**src/rtl/ctrl_grid_pkg.sv**
```systemverilog
// ctrl_grid_pkg
//   Shared definitions for the ctrl_grid_n channel/arbiter slice:
//   - chan_state_e : per-channel FSM encoding (2 bits)
//   - NCH_MIN/NCH_MAX : supported channel-count range
//   - CW_MAX : widest hold counter the load helper handles
//   - hold_load() : counter load value, max(hold, 1)
package ctrl_grid_pkg;

   typedef enum logic [1:0] {
      ST_IDLE = 2'd0,
      ST_WAIT = 2'd1,
      ST_RUN  = 2'd2
   } chan_state_e;

   localparam int NCH_MIN = 2;
   localparam int NCH_MAX = 16;
   localparam int CW_MAX  = 16;

   // A zero hold still has to give the grantee one cycle on the resource.
   function automatic logic [CW_MAX-1:0] hold_load(input logic [CW_MAX-1:0] hold);
      return (hold == '0) ? CW_MAX'(1) : hold;
   endfunction

endpackage

```
**src/rtl/ctrl_grid_chan.sv**
```systemverilog
// ctrl_grid_chan
//   One request channel: IDLE/WAIT/RUN FSM, hold counter, DONE pulse and
//   sticky overrun flag.
//   Ports:
//     clk_i, rst_ni   clock, asynchronous active-low reset
//     en_i            global advance enable
//     req_i, clr_i    request / abort for this channel
//     win_i           arbiter grant for this channel (only honoured in WAIT)
//     hold_i          hold length loaded on grant
//     wait_o, run_o   state decodes
//     last_o          in RUN with counter at 1 (completes on next EN edge)
//     done_o, ovr_o   registered completion pulse, sticky overrun
module ctrl_grid_chan
   import ctrl_grid_pkg::*;
#(
   parameter int CW = 4
) (
   input  logic          clk_i,
   input  logic          rst_ni,
   input  logic          en_i,
   input  logic          req_i,
   input  logic          clr_i,
   input  logic          win_i,
   input  logic [CW-1:0] hold_i,
   output logic          wait_o,
   output logic          run_o,
   output logic          last_o,
   output logic          done_o,
   output logic          ovr_o
);

   chan_state_e   state_q, state_d;
   logic [CW-1:0] cnt_q, cnt_d;
   logic          done_q, done_d;
   logic          ovr_q, ovr_d;
   logic          last;

   assign last = (state_q == ST_RUN) && (cnt_q == CW'(1));

   always_comb begin
      state_d = state_q;
      cnt_d   = cnt_q;
      done_d  = 1'b0;
      ovr_d   = ovr_q;
      if (clr_i) begin
         // Abort beats everything, including a completion on this edge.
         state_d = ST_IDLE;
         cnt_d   = '0;
         ovr_d   = 1'b0;
      end else if (en_i) begin
         if (req_i && (state_q != ST_IDLE)) begin
            ovr_d = 1'b1;
         end
         case (state_q)
            ST_IDLE: begin
               if (req_i) begin
                  state_d = ST_WAIT;
               end
            end
            ST_WAIT: begin
               if (win_i) begin
                  state_d = ST_RUN;
                  cnt_d   = CW'(hold_load(CW_MAX'(hold_i)));
               end
            end
            ST_RUN: begin
               if (last) begin
                  state_d = ST_IDLE;
                  cnt_d   = '0;
                  done_d  = 1'b1;
               end else begin
                  cnt_d = cnt_q - CW'(1);
               end
            end
            default: begin
               state_d = ST_IDLE;
               cnt_d   = '0;
            end
         endcase
      end
   end

   always_ff @(posedge clk_i or negedge rst_ni) begin
      if (!rst_ni) begin
         state_q <= ST_IDLE;
         cnt_q   <= '0;
         done_q  <= 1'b0;
         ovr_q   <= 1'b0;
      end else begin
         state_q <= state_d;
         cnt_q   <= cnt_d;
         done_q  <= done_d;
         ovr_q   <= ovr_d;
      end
   end

   assign wait_o = (state_q == ST_WAIT);
   assign run_o  = (state_q == ST_RUN);
   assign last_o = last;
   assign done_o = done_q;
   assign ovr_o  = ovr_q;

endmodule

```
**src/rtl/ctrl_grid_n.sv**
```systemverilog
// ctrl_grid_n
//   NCH request channels sharing one resource through a round-robin arbiter.
//   Ports:
//     CK, RN     clock, asynchronous active-low reset
//     EN         global advance enable
//     REQ, CLR   per-channel request / abort (NCH bits)
//     CFG_HOLD   grant hold length, loaded on grant (CW bits)
//     GNT        channel is in RUN (one-hot or zero)
//     BUSY       channel is in WAIT or RUN
//     DONE       one-cycle completion pulse
//     OVR        sticky: request seen while channel not idle
//   All outputs decode channel flops only; no input reaches an output
//   combinationally.
module ctrl_grid_n
   import ctrl_grid_pkg::*;
#(
   parameter int NCH = 4,
   parameter int CW  = 4
) (
   input  logic           CK,
   input  logic           RN,
   input  logic           EN,
   input  logic [NCH-1:0] REQ,
   input  logic [NCH-1:0] CLR,
   input  logic [CW-1:0]  CFG_HOLD,
   output logic [NCH-1:0] GNT,
   output logic [NCH-1:0] BUSY,
   output logic [NCH-1:0] DONE,
   output logic [NCH-1:0] OVR
);

   // NCH >= NCH_MIN keeps the pointer at least one bit wide.
   localparam int PW = $clog2(NCH);

   logic [NCH-1:0] wait_v, run_v, last_v, done_v, ovr_v, win_v;
   logic [PW-1:0]  ptr_q, ptr_d;
   logic           free;
   logic           found;
   int             idx;

   for (genvar gi = 0; gi < NCH; gi++) begin : g_chan
      ctrl_grid_chan #(.CW(CW)) u_chan (
         .clk_i  (CK),
         .rst_ni (RN),
         .en_i   (EN),
         .req_i  (REQ[gi]),
         .clr_i  (CLR[gi]),
         .win_i  (win_v[gi]),
         .hold_i (CFG_HOLD),
         .wait_o (wait_v[gi]),
         .run_o  (run_v[gi]),
         .last_o (last_v[gi]),
         .done_o (done_v[gi]),
         .ovr_o  (ovr_v[gi])
      );
   end

   always_comb begin
      // The resource can be handed over on this edge if nobody holds it, or
      // the holder finishes now. A holder being aborted does not count: the
      // next grant waits one edge.
      free  = EN && ((run_v == '0) || ((last_v & ~CLR) != '0));
      win_v = '0;
      ptr_d = ptr_q;
      found = 1'b0;
      idx   = 0;
      if (free) begin
         for (int k = 0; k < NCH; k++) begin
            idx = (int'(ptr_q) + k) % NCH;
            if (!found && wait_v[idx] && !CLR[idx]) begin
               found      = 1'b1;
               win_v[idx] = 1'b1;
               ptr_d      = PW'((idx + 1) % NCH);
            end
         end
      end
   end

   always_ff @(posedge CK or negedge RN) begin
      if (!RN) begin
         ptr_q <= '0;
      end else begin
         ptr_q <= ptr_d;
      end
   end

   assign GNT  = run_v;
   assign BUSY = wait_v | run_v;
   assign DONE = done_v;
   assign OVR  = ovr_v;

endmodule

```
**config.mk**
```make
export PLATFORM = sky130hd
export DESIGN_NAME = ctrl_grid_n
export DESIGN_NICKNAME = d
export VERILOG_FILES = /design/src/rtl/ctrl_grid_pkg.sv /design/src/rtl/ctrl_grid_chan.sv /design/src/rtl/ctrl_grid_n.sv
export SDC_FILE = /design/constraint.sdc
export NUM_CORES = 1
export LEC_CHECK = 0
export CAP_MARGIN = 20
export CORE_ASPECT_RATIO = 1.4
export CORE_MARGIN = 2
export CORE_UTILIZATION = 52
export DETAILED_ROUTE_END_ITERATION = 6
export GPL_TIMING_DRIVEN = 0
export MAX_ROUTING_LAYER = met4
export PLACE_DENSITY_LB_ADDON = 0.2
export SLEW_MARGIN = 15
export SYNTH_ARGS = -nofsm -noshare
export SYNTH_HDL_FRONTEND = slang
export SYNTH_HIERARCHICAL = 1
export SYNTH_SLANG_ARGS = --single-unit
export TNS_END_PERCENT = 30
```
**constraint.sdc**
```tcl
create_clock -name CK -period 3.1 [get_ports CK]
set_input_delay 0.775 -clock CK [delete_from_list [all_inputs] [get_ports CK]]
set_output_delay 0.775 -clock CK [all_outputs]
set_load 0.02 [all_outputs]
```
==> results.cfg <==
[run]
drv_cap = 0

[clocking]
cts-htree-levels = 2
clk_latency_ns = 0.28
hold_buffers = 0
cts_root_buf = clkbuf_8
numCtsBuffers = 5
cts_sinks = 34
cts.clk_slew.worst_paths_ns = 0.07
cts_tree = built
clk_path_buf_depth = 2

[cells_and_area]
num_antenna_cells = 0
final_cell_area_mm2 = 0.003468
final_util_pct = 66.73
area_delta_synth_final_pct = 22.87
drive_gt1_share_pct = 21.07
nNetsFinal = 383

[critical_path]
r2r_start = ptr_q[0]$_DFFE_PN0P_
ff2ff_setup_slack_ns = 0.19
r2r_end = g_chan[3].u_chan/cnt_q[2]$_DFFE_PN0P_
arrival_ns = 3.14
worstSetupStartpointType = input port
crit_type = in2reg
cp-end-kind = flop
reg2reg_depth = 11
cp_max_fo = 9
crit_required_ns = 3.30

[yosys]
synth_fp_nets = 339
ys_seq_elements = 34
avgSynthCellArea_um2 = 9.667
synth_area_leader_cell = dfrtp_1
yosys.area.top_type_share_pct = 30.14
synth_ff_type = dfrtp_1
ys_seq_area_share_pct = 30.14
netlist_instances = 292
synth_warnings = 6
synth.distinct_cells = 56
yosysMostFrequentCell = dfrtp_1
syn_area_mm2 = 0.002823
synthTopCellsByCount = 34 x dfrtp_1, 32 x ha_1, 26 x inv_1
async_reset_ff_share_pct = 100.0
synth_edf_count = 0
synthTopCellsByArea = dfrtp_1 30%, ha_1 14%, mux2i_1 4.3%

[floorplanning]
die-area_mm2 = 0.006042
io_pins = 31
die_w_um = 66.27
core_mm2 = 0.005197
die_h_um = 91.18
rows = 31
initial_core_util_pct = 54.31

[placement]
place_hpwl_mm = 4.620
pre_cts_slack_ns = -0.6066
dpl_cell_area_mm2 = 0.003228
gp_congestion = 0.8774
io_buffers = 30

[timing]
setup_violations = 0
fmax_ghz = 0.3398
slew_viol_final = 0
period_needed_ns = 2.943
worst_hold_slack_ns = 0.4143
fin_crit_sh_pct = 94.92
hold_viol_final = 0
worst_pin_slew_ns = 0.6052
slew_headroom_pct = 59.53
fin_ws_ns = 0.1574
fin_worst_skew_ns = 0.004636

[global_route]
grt_max_degree = 21
antenna_found_initial = 0
grt_pass1_wl_mm = 10.83
gr-total-overflow = 0
grt_pass1_vias = 2330
grt.total_usage_pct = 23.32

[power]
ir_worst_vdd_v = 0.0003865
power.density_mw_per_mm2 = 471.5
p_total_mw = 1.635
p_leak_nw = 1.477

[route]
routed_wirelength_mm = 6.354
via_per_inst = 5.824
drtIter0Drc = 167
remaining_drc_errors = 0
wl_per_cell_um = 15.77
dr.pass1.iters = 5
vias = 2347
antenna_left = 0

[run_status]
status = completed

[hold_path]
hold_class = in2async
==> layout by cell type (no fill, tap or decap), drive strengths merged, types with 3 or more instances in the layout <==
cell type      count
o31a               3
a22oi              4
clkbuf            10
mux2i             12
a2bb2oi            4
nor2b              7
o2111ai            5
buf               10
or2                4
dfrtp             34
inv               26
mux2               4
o21ai             19
nand4b             4
and3b              4
nor4b              3
nor2              18
nand2b            13
nor3b              4
and2b              3
clkdlybuf4s50     25
a222oi             4
ha                32
o2bb2a             3
nand2             24
nor3              13
a21oi             17
and2               4
nand3b             3
==> layout make-up <==
type | instances | area, um^2
multi-input cells | 229 | 1972
fillers | 415 | 1729
flip-flops and latches | 34 | 852.1
repair buffers | 38 | 360.3
inverters | 27 | 105.1
clock buffers | 7 | 86.33
well taps | 66 | 82.58
clock inverters | 1 | 5.005
plain buffers | 1 | 5.005
==> kinds of logic (layout without fill, tap and decap cells) <==
logic type                 after synthesis  after routing  synth area share (%)
DFF                                     34             34                 30.14
xor gates and xnor gates                 1              1                0.3103
muxes                                   18             18                 7.447
adders and majority gates               32             32                 14.18
and+or+nand+nor                        109            109                 24.56
AOI/OAI and AO/OA                       69             69                 19.46
buffers and inverters                   29             74                 3.900
==> worst max-delay path: stages <==
cell             delay, ns
clkdlybuf4s18_2       0.32
nand2b_1              0.22
nand2_1               0.06
mux4_2                0.52
nor2_4                0.17
a222oi_1              0.08
a21oi_1               0.14
nand2b_1              0.21
nand4b_4              0.14
or4_1                 0.42
o211ai_1              0.09
==> power breakdown <==
| part | total [mW] | switching (mW) | leakage, nW | internal [mW] |
|---|---|---|---|---|
| clock network | 0.343 | 0.164 | 0.0482 | 0.179 |
| registers | 0.506 | 0.0339 | 0.465 | 0.472 |
| logic | 0.786 | 0.404 | 0.964 | 0.382 |
| total | 1.64 | 0.602 | 1.48 | 1.03 |
==> stage by stage <==
stage,TNS (ns),std cells
after floorplan,0,292
final,0,403
after global routing,-0.01233,403
after detailed placement,-10.00,389
after global placement,-9.780,388
after CTS,0,396
==> registers in the layout, indices dropped and copies added, names as in the netlist <==
signal / count
g_chan.u_chan/done_o: 4
g_chan.u_chan/cnt_q: 16
ptr_q: 2
g_chan.u_chan/state_q: 8
g_chan.u_chan/ovr_o: 4
==> worst max-delay path by stage <==
stage | from | to | slack, ns | depth (start not counted)
2_1_floorplan | ptr_q[0]$_DFFE_PN0P_ | g_chan[3].u_chan/cnt_q[2]$_DFFE_PN0P_ | 0.22 | 12
3_3_place_gp | CLR[2] | g_chan[3].u_chan/cnt_q[2]$_DFFE_PN0P_ | -0.57 | 11
3_5_place_dp | CLR[2] | g_chan[3].u_chan/cnt_q[2]$_DFFE_PN0P_ | -0.61 | 11
4_1_cts | g_chan[2].u_chan/state_q[1]$_DFFE_PN0P_ | g_chan[3].u_chan/cnt_q[2]$_DFFE_PN0P_ | 0.001 | 12
5_1_grt | ptr_q[0]$_DFFE_PN0P_ | g_chan[3].u_chan/cnt_q[2]$_DFFE_PN0P_ | -0.01 | 11
6_report | CLR[2] | g_chan[3].u_chan/cnt_q[2]$_DFFE_PN0P_ | 0.16 | 11
==> routing by layer <==
layer	global-route usage [%]	up-vias	part of all wire, %	wire [um]
met5	-	-	0	0
met4	8.844	0	2.3	147
met3	2.974	11	4.0	256
met2	39.25	60	52	3282
met1	27.91	1134	42	2667
li1	-	1142	-	-
==> repair_timing <==
action,CTS,global route
setup endpoints to repair,23,23
resized for setup,12,23
setup buffers,0,7
endpoints found under the hold margin,0,0
(Power assumes the default switching activity.)
